--- src/rtl/uart_tx_arbiter.sv ---
// Round-robin arbiter that lets NUM_REQ byte streams share one 8N1 UART transmitter, keeping bursts whole.
// Define UART_ARB_WDOG_EN to release an owner that stalls mid-burst for WDOG_CYCLES cycles.
module uart_tx_arbiter #(
   parameter int NUM_REQ     = 4,
   parameter int WDOG_CYCLES = 1024
) (
   input  logic                 clk,
   input  logic                 rst_n,
   input  logic [NUM_REQ-1:0]   req_valid,
   input  logic [8*NUM_REQ-1:0] req_data,
   input  logic [NUM_REQ-1:0]   req_last,
   output logic [NUM_REQ-1:0]   req_ready,
   output logic [NUM_REQ-1:0]   grant,
   output logic                 tx_start,
   output logic [7:0]           tx_data,
   input  logic                 tx_busy,
   output logic                 wdog_err
);

   localparam int IW = (NUM_REQ > 1) ? $clog2(NUM_REQ) : 1;
   localparam logic [IW-1:0] LAST_IDX = IW'(NUM_REQ - 1);

   if (NUM_REQ < 2 || NUM_REQ > 8 || WDOG_CYCLES < 1) begin : g_bad_cfg
      $error("uart_tx_arbiter: unsupported NUM_REQ or WDOG_CYCLES");
   end

   typedef enum logic [2:0] {IDLE, LOAD, WAIT_BUSY, WAIT_DONE, NEXT} state_t;

   state_t        state;
   logic [IW-1:0] owner;
   logic [IW-1:0] last_owner;
   logic          last_q;

   logic [IW-1:0] sel_idx;
   logic [IW-1:0] cand;
   logic          sel_found;
   logic [7:0]    own_byte;
   logic          own_valid;
   logic          own_last;

   // Search starts one past the previous owner so every requester gets a turn.
   always_comb begin
      sel_found = 1'b0;
      sel_idx   = '0;
      cand      = '0;
      own_byte  = '0;
      own_valid = 1'b0;
      own_last  = 1'b0;
      for (int unsigned off = 1; off <= NUM_REQ; off++) begin
         cand = IW'((32'(last_owner) + off) % NUM_REQ);
         if (!sel_found && req_valid[cand]) begin
            sel_found = 1'b1;
            sel_idx   = cand;
         end
      end
      for (int unsigned i = 0; i < NUM_REQ; i++) begin
         if (owner == IW'(i)) begin
            own_byte  = req_data[8*i +: 8];
            own_valid = req_valid[i];
            own_last  = req_last[i];
         end
      end
   end

`ifdef UART_ARB_WDOG_EN
   localparam int CW = $clog2(WDOG_CYCLES + 1);
   logic [CW-1:0] wdog_cnt;
`else
   assign wdog_err = 1'b0;
`endif

   always_ff @(posedge clk or negedge rst_n) begin
      if (!rst_n) begin
         state      <= IDLE;
         owner      <= '0;
         last_owner <= LAST_IDX;
         last_q     <= 1'b0;
         grant      <= '0;
         req_ready  <= '0;
         tx_start   <= 1'b0;
         tx_data    <= 8'h00;
`ifdef UART_ARB_WDOG_EN
         wdog_cnt   <= '0;
         wdog_err   <= 1'b0;
`endif
      end else begin
         tx_start  <= 1'b0;
         req_ready <= '0;
`ifdef UART_ARB_WDOG_EN
         wdog_err  <= 1'b0;
`endif
         case (state)
            IDLE: begin
               if (sel_found && !tx_busy) begin
                  owner <= sel_idx;
                  grant <= NUM_REQ'(1) << sel_idx;
                  state <= LOAD;
               end
            end
            LOAD: begin
               tx_start  <= 1'b1;
               tx_data   <= own_byte;
               req_ready <= grant;
               last_q    <= own_last;
               state     <= WAIT_BUSY;
            end
            WAIT_BUSY: begin
               if (tx_busy) state <= WAIT_DONE;
            end
            WAIT_DONE: begin
               if (!tx_busy) begin
                  if (last_q) begin
                     grant      <= '0;
                     last_owner <= owner;
                     state      <= IDLE;
                  end else begin
                     state <= NEXT;
                  end
               end
            end
            NEXT: begin
               if (own_valid) begin
                  state <= LOAD;
`ifdef UART_ARB_WDOG_EN
                  wdog_cnt <= '0;
               end else if (wdog_cnt == CW'(WDOG_CYCLES - 1)) begin
                  wdog_cnt   <= '0;
                  wdog_err   <= 1'b1;
                  grant      <= '0;
                  last_owner <= owner;
                  state      <= IDLE;
               end else begin
                  wdog_cnt <= wdog_cnt + 1'b1;
`endif
               end
            end
            default: state <= IDLE;
         endcase
      end
   end

endmodule

--- config.mk ---
export PLATFORM = sky130hd
export DESIGN_NAME = uart_tx_arbiter
export DESIGN_NICKNAME = d
export VERILOG_FILES = /design/src/rtl/uart_tx_arbiter.sv
export SDC_FILE = /design/constraint.sdc
export NUM_CORES = 1
export LEC_CHECK = 0
export CORE_UTILIZATION = 37
export DETAILED_ROUTE_END_ITERATION = 7
export GPL_TIMING_DRIVEN = 0
export PLACE_DENSITY = 0.79
export SETUP_SLACK_MARGIN = 0.4
export SLEW_MARGIN = 20
export SYNTH_ARGS = -nofsm -noshare
export SYNTH_HDL_FRONTEND = slang
export SYNTH_SLANG_ARGS = --single-unit
--- constraint.sdc ---
create_clock -name clk -period 1.66 [get_ports clk]
set_clock_uncertainty 0.2 [all_clocks]
set_input_delay 0.166 -clock clk [delete_from_list [all_inputs] [get_ports clk]]
set_output_delay 0.166 -clock clk [all_outputs]
set_load 0.02 [all_outputs]
==> flow_summary.ini, run 1 <==
[synth]
syn_avg_cell_area_sq_um = 14.2
synth_xor_area_share_pct = 0
synth_cell_types = 33
muxShareOfSynthArea_pct = 27.7
netlist_area_sq_um = 1300
syn_nets = 134
synth-compound-area-share_pct = 6.56
synth.yosys.seq_area_share_pct = 48.5
ys_seq_elements = 25
synthSimpleGateAreaFrac_pct = 14.5
synthAdderAreaFrac_pct = 0
synth_top_family_by_area = multiplexers
synthCells = 91
yosys_warnings = 0

[cells_and_area]
regArea_sq_um = 633
diodes = 0
layout_commonest_cell = clkdlybuf4s50_1
fin_util_pct = 69.0
fill_cells = 248
multiInputGateArea_sq_um = 706
drive_above_1_share_pct = 50.3
nets = 227
final_cell_mix = clkdlybuf4s50_1 (41), buf_4 (23), dfrtp_1 (19)
area_growth_pct = 77.6

[grt]
antenna_found_initial = 0
grt_pass1_wl_um = 5380
grtUsageTotal_pct = 20.7
first_global_vias = 1138
grt_max_degree = 26
grt_overflow = 0

[die]
ios = 61
die_area_sq_um = 3740
rows = 21
die_x_um = 61.2
fp.coreArea_sq_um = 3340
fp.dieH_um = 61.2
initial_core_util_pct = 38.8

[power_and_ir_drop]
switchingPower_mw = 1.33
power_frac_comb_pct = 63.9
p_total_mw = 3.80
p_leak_nw = 1.01
share_seq_of_total_power_pct = 29.3
powerDensity_nw_per_um2 = 1650
power.clock.fraction_pct = 6.8
swShare_pct = 35.0
peakVddDrop_uv = 1070
cellInternalPower_mw = 2.47

[timing]
setup_ws_ns = -0.0550
fin_crit_ns = 1.71
timing.slew.headroom_pct = 64.3
fmax_mhz = 583
rsz0062_at_grt = yes
slew_viol_final = 0
setup_viol = 10
worstMarginPinSlew_ns = 0.536
hold_viol = 0
period_share_pct = 103

[routing]
ant_nets = 0
wl_per_cell_um = 17.2
drc = 0
dr.pass1.iters = 4
drt_iter0_drc = 24
vias = 1135
drt-total-wl_um = 3930
vias_per_cell = 4.96

[clock_tree]
cts_buffer_depth = 2
numClockSinks = 25
cts_tree = built
h-tree-depth = 1
clkSlewWorstSetupHoldPaths_ns = 0.12
clk_latency_ns = 0.31
cts_buffers = 3
cts-root-buf = clkbuf_4

[setup_path]
required_ns = 1.67
critPathMaxStageDelay_ns = 0.47
critPathSlowestCell = or4b_4
startpoint = state[0]
startpoint_type = flop
cp.arrival_ns = 1.73
crit_chain = nor2_4 -> or4b_4 -> buf_8 -> a32o_1
critPathCaptureType = flop
r2r_start = state[0]
critPathKind = flop to flop
worstPathMaxFanout = 10

[place]
io_buffers = 59
dp_hpwl_um = 2430
place_congestion = 0.763

[run]
cap_violations = 0

[status]
status = finished, violations left
violations = setup timing

[worst_hold_path]
hold_path_class = input port to asynchronous set/reset pin
[final cells by class]
| class | instances | area share [%] |
|---|---|---|
| repair buffers | 88 | 35.8 |
| multi-input cells | 61 | 30.7 |
| flip-flops and latches | 25 | 27.5 |
| well taps | 46 | 2.50 |
| plain buffers | 5 | 2.45 |
| clock buffers | 4 | 1.14 |
[timing repair]
item / in CTS / in global routing
gates resized for setup: 90 / 31
gates cloned: 1 / 0
setup endpoints to repair: 64 / 37
endpoints found under the hold margin: 23 / 23
setup buffers: 15 / 12
pin swaps: 6 / 6
[metal layers]
metal  track usage (%)  up-vias  wire length, um
li1                  -      533                -
met1              21.4      569             1480
met2              41.1       29             2270
met3              4.20        4              122
met4              6.17        0               60
met5                 0        -                0
[per-stage QoR]
| step | hold WS (ns) | instance area (sq um) | setup TNS [ns] | setup slack, ns | std cells |
|---|---|---|---|---|---|
| after CTS | -0.0344 | 2100 | -0.350 | -0.0549 | 216 |
| final | 0.164 | 2300 | -0.289 | -0.0550 | 229 |
| after global routing | 0.211 | 2300 | -0.689 | -0.0840 | 229 |
| after global placement | 0.290 | 1960 | -3.26 | -0.318 | 196 |
| after floorplan | -0.330 | 1310 | -0.0726 | -0.0181 | 91 |
| after detailed placement | 0.295 | 1960 | -3.45 | -0.353 | 196 |
[worst max-delay path: cells and delay by family, from the launching register on]
family          cells  cell delay [ns]
compound gates      1             0.22
flops               1             0.45
buf+inv             1             0.16
simple gates        2             0.58
[flip-flops by register name (all words and copies together), names as in the netlist]
register	cells
state	3
owner	2
tx_start	1
grant	4
last_q	1
last_owner	2
req_ready	4
tx_data	8
[power groups by stage]
stage	Combinational [mW]	Clock (mW)	Sequential, mW
finish	2.43	0.257	1.11
global route	2.56	0.292	1.14
CTS	1.96	0.267	1.07
detailed placement	1.63	0	1.10
global placement	1.59	0	1.09
floorplan	0.819	0	1.28
[final timing paths]
kind,cells past startpoint,endpoint,slack [ns]
max in group asynchronous,2,owner[0],0.71
min in group clk,3,state[0],0.34
worst max-delay path,4,grant[1],-0.05
worst min register to register,1,state[2],0.35
worst max register to register,4,grant[1],-0.05
worst min-delay path,2,grant[1],0.16
[cell usage after synthesis (all sizes together)]
| cell type | n | area [sq um] |
|---|---|---|
| dfrtp | 23 | 576 |
| mux2 | 11 | 124 |
| mux4 | 10 | 225 |
| buf | 5 | 32.5 |
| a32o | 4 | 40.0 |
| and2 | 4 | 25.0 |
| nor2 | 4 | 30.0 |
| nand2 | 3 | 11.3 |
| nand3b | 3 | 22.5 |
| a21o | 2 | 15.0 |
| dfstp | 2 | 52.6 |
| nand2b | 2 | 12.5 |
| nand3 | 2 | 10.0 |
| nor2b | 2 | 20.0 |
| nor3b | 2 | 20.0 |
| a211oi | 1 | 7.51 |
| a21oi | 1 | 5.00 |
| a31oi | 1 | 6.26 |
| conb | 1 | 3.75 |
| mux2i | 1 | 10.0 |
| nand4b | 1 | 8.76 |
| nor3 | 1 | 5.00 |
| nor4 | 1 | 6.26 |
| o21ai | 1 | 5.00 |
| o22ai | 1 | 6.26 |
| or3 | 1 | 6.26 |
| or4b | 1 | 10.0 |
[logic make-up (layout without fill, tap and decap cells)]
family,after synthesis,in the layout
compound gates,11,11
buf+inv,5,97
flops,25,25
mux,22,22
other cells,1,1
simple gates,27,27
Power figures use the tool's default switching activity.
==> run 2: changes to the inputs <==
--- a/config.mk
+++ b/config.mk
@@ -10,7 +10,7 @@
 export GPL_TIMING_DRIVEN = 0
 export PLACE_DENSITY = 0.79
 export SETUP_SLACK_MARGIN = 0.4
-export SLEW_MARGIN = 20
+export SLEW_MARGIN = 25
 export SYNTH_ARGS = -nofsm -noshare
 export SYNTH_HDL_FRONTEND = slang
 export SYNTH_SLANG_ARGS = --single-unit
==> flow_summary.ini, run 2 (same netlist as run 1, synthesis figures left out) <==
[status]
status = finished, violations left
violations = setup timing

[clock_tree]
clk_latency_ns = 0.31
h-tree-depth = 1
numClockSinks = 25
cts_buffers = 3
cts_buffer_depth = 2
clkSlewWorstSetupHoldPaths_ns = 0.12
cts-root-buf = clkbuf_4
cts_tree = built

[setup_path]
startpoint_type = flop
critPathCaptureType = flop
worstPathMaxFanout = 10
critPathSlowestCell = dfrtp_2
startpoint = state[0]
crit_chain = nor2_4 -> or4b_4 -> buf_6 -> a32o_1
reg2reg_slack_ns = -0.06
cp.arrival_ns = 1.73
critPathMaxStageDelay_ns = 0.46
r2r_start = state[0]
critPathKind = flop to flop
required_ns = 1.67

[grt]
grt_overflow = 0
grt_max_degree = 26
first_global_vias = 1129
antenna_found_initial = 0
grt_pass1_wl_um = 5120
grtUsageTotal_pct = 19.2

[die]
fp.dieH_um = 61.2
initial_core_util_pct = 38.8
die_area_sq_um = 3740
ios = 61
fp.coreArea_sq_um = 3340
die_x_um = 61.2
rows = 21

[cells_and_area]
final_cell_mix = clkdlybuf4s50_1 (41), dfrtp_1 (19), buf_6 (18)
fill_cells = 248
top_regs = tx_data: 8 flops, grant: 4 flops, req_ready: 4 flops
area_growth_pct = 73.3
largest_reg_flops = 8
top_register = tx_data
drive_above_1_share_pct = 49.4
diodes = 0
nets = 218
layout_commonest_cell = clkdlybuf4s50_1

[power_and_ir_drop]
p_leak_nw = 0.970
peakVddDrop_uv = 1030
powerDensity_nw_per_um2 = 1610
p_total_mw = 3.62

[routing]
drc = 0
vias_per_cell = 5.03
drt-total-wl_um = 3590
ant_nets = 0
drt_iter0_drc = 25
vias = 1106
dr.pass1.iters = 4
wl_per_cell_um = 16.3

[place]
io_buffers = 59
place_congestion = 0.763
dp_hpwl_um = 2410

[timing]
period_share_pct = 104
setup_viol = 8
hold_viol = 0
timing.slew.headroom_pct = 63.5
whs_ns = 0.160
slew_viol_final = 0
setup_ws_ns = -0.0616
rsz0062_at_grt = yes
finalSetupTns_ns = -0.256
worstMarginPinSlew_ns = 0.547
fin_crit_ns = 1.72
fmax_mhz = 581

[run]
cap_violations = 0

[worst_hold_path]
hold_path_class = input port to asynchronous set/reset pin
==> run 2: cell types whose count changed in the layout (fill, tap and decap cells not counted), sizes merged <==
cell  before  now
buf       50   41
==> run 2: repair_timing <==
action,4_1_cts,5_1_grt
setup endpoints to repair,41,38
buffers inserted,12,6
hold buffers,1,0
pin swaps,4,3
gates cloned,0,1
gates resized for setup,85,38
hold endpoints to repair,25,0
==> run 2: final cells by class <==
| type | instances | area (sq um) | area share [%] |
|---|---|---|---|
| well taps | 46 | 57.6 | 2.56 |
| repair buffers | 79 | 763 | 34.0 |
| flip-flops and latches | 25 | 633 | 28.2 |
| plain buffers | 5 | 52.6 | 2.34 |
| multi-input cells | 61 | 713 | 31.8 |
| clock buffers | 4 | 26.3 | 1.17 |
==> run 2: metrics by stage <==
stage | util (%) | cell area (sq um) | setup slack, ns | std cells
2_1_floorplan | - | 1310 | -0.0181 | 91
4_1_cts | 61.4 | 2050 | -0.0506 | 213
3_5_place_dp | 58.5 | 1950 | -0.353 | 196
3_3_place_gp | 58.7 | 1960 | -0.318 | 196
6_report | 67.3 | 2250 | -0.0616 | 220
5_1_grt | 67.3 | 2250 | -0.108 | 220
==> run 2: layer usage <==
| metal | GRT usage [%] | vias to the layer above | share of wire (%) |
|---|---|---|---|
| li1 | - | 515 | - |
| met1 | 20.9 | 551 | 38 |
| met2 | 36.5 | 34 | 57 |
| met3 | 4.83 | 6 | 3.8 |
| met4 | 5.19 | 0 | 1.1 |
| met5 | 0 | - | 0 |
==> run 2: final timing paths <==
path                         endpoint  cells past startpoint
setup / recovery             grant[1]                      4
max in group asynchronous    owner[0]                      2
hold reg to reg              state[2]                      1
min in group clk             state[0]                      3
setup reg to reg             grant[1]                      4
hold / removal             tx_data[2]                      2
==> run 2: power breakdown <==
part	switching [mW]	internal, mW
Clock	0.164	0.0938
Sequential	0.237	0.888
Combinational	0.857	1.38
==> run 2: worst max-delay path: cells and delay by family (launching register included) <==
kind                   cells  cell delay [ns]
buffers and inverters      1             0.16
flip-flops                 1             0.46
AND/OR/NAND/NOR            2             0.58
AO/OA/AOI/OAI              1             0.22
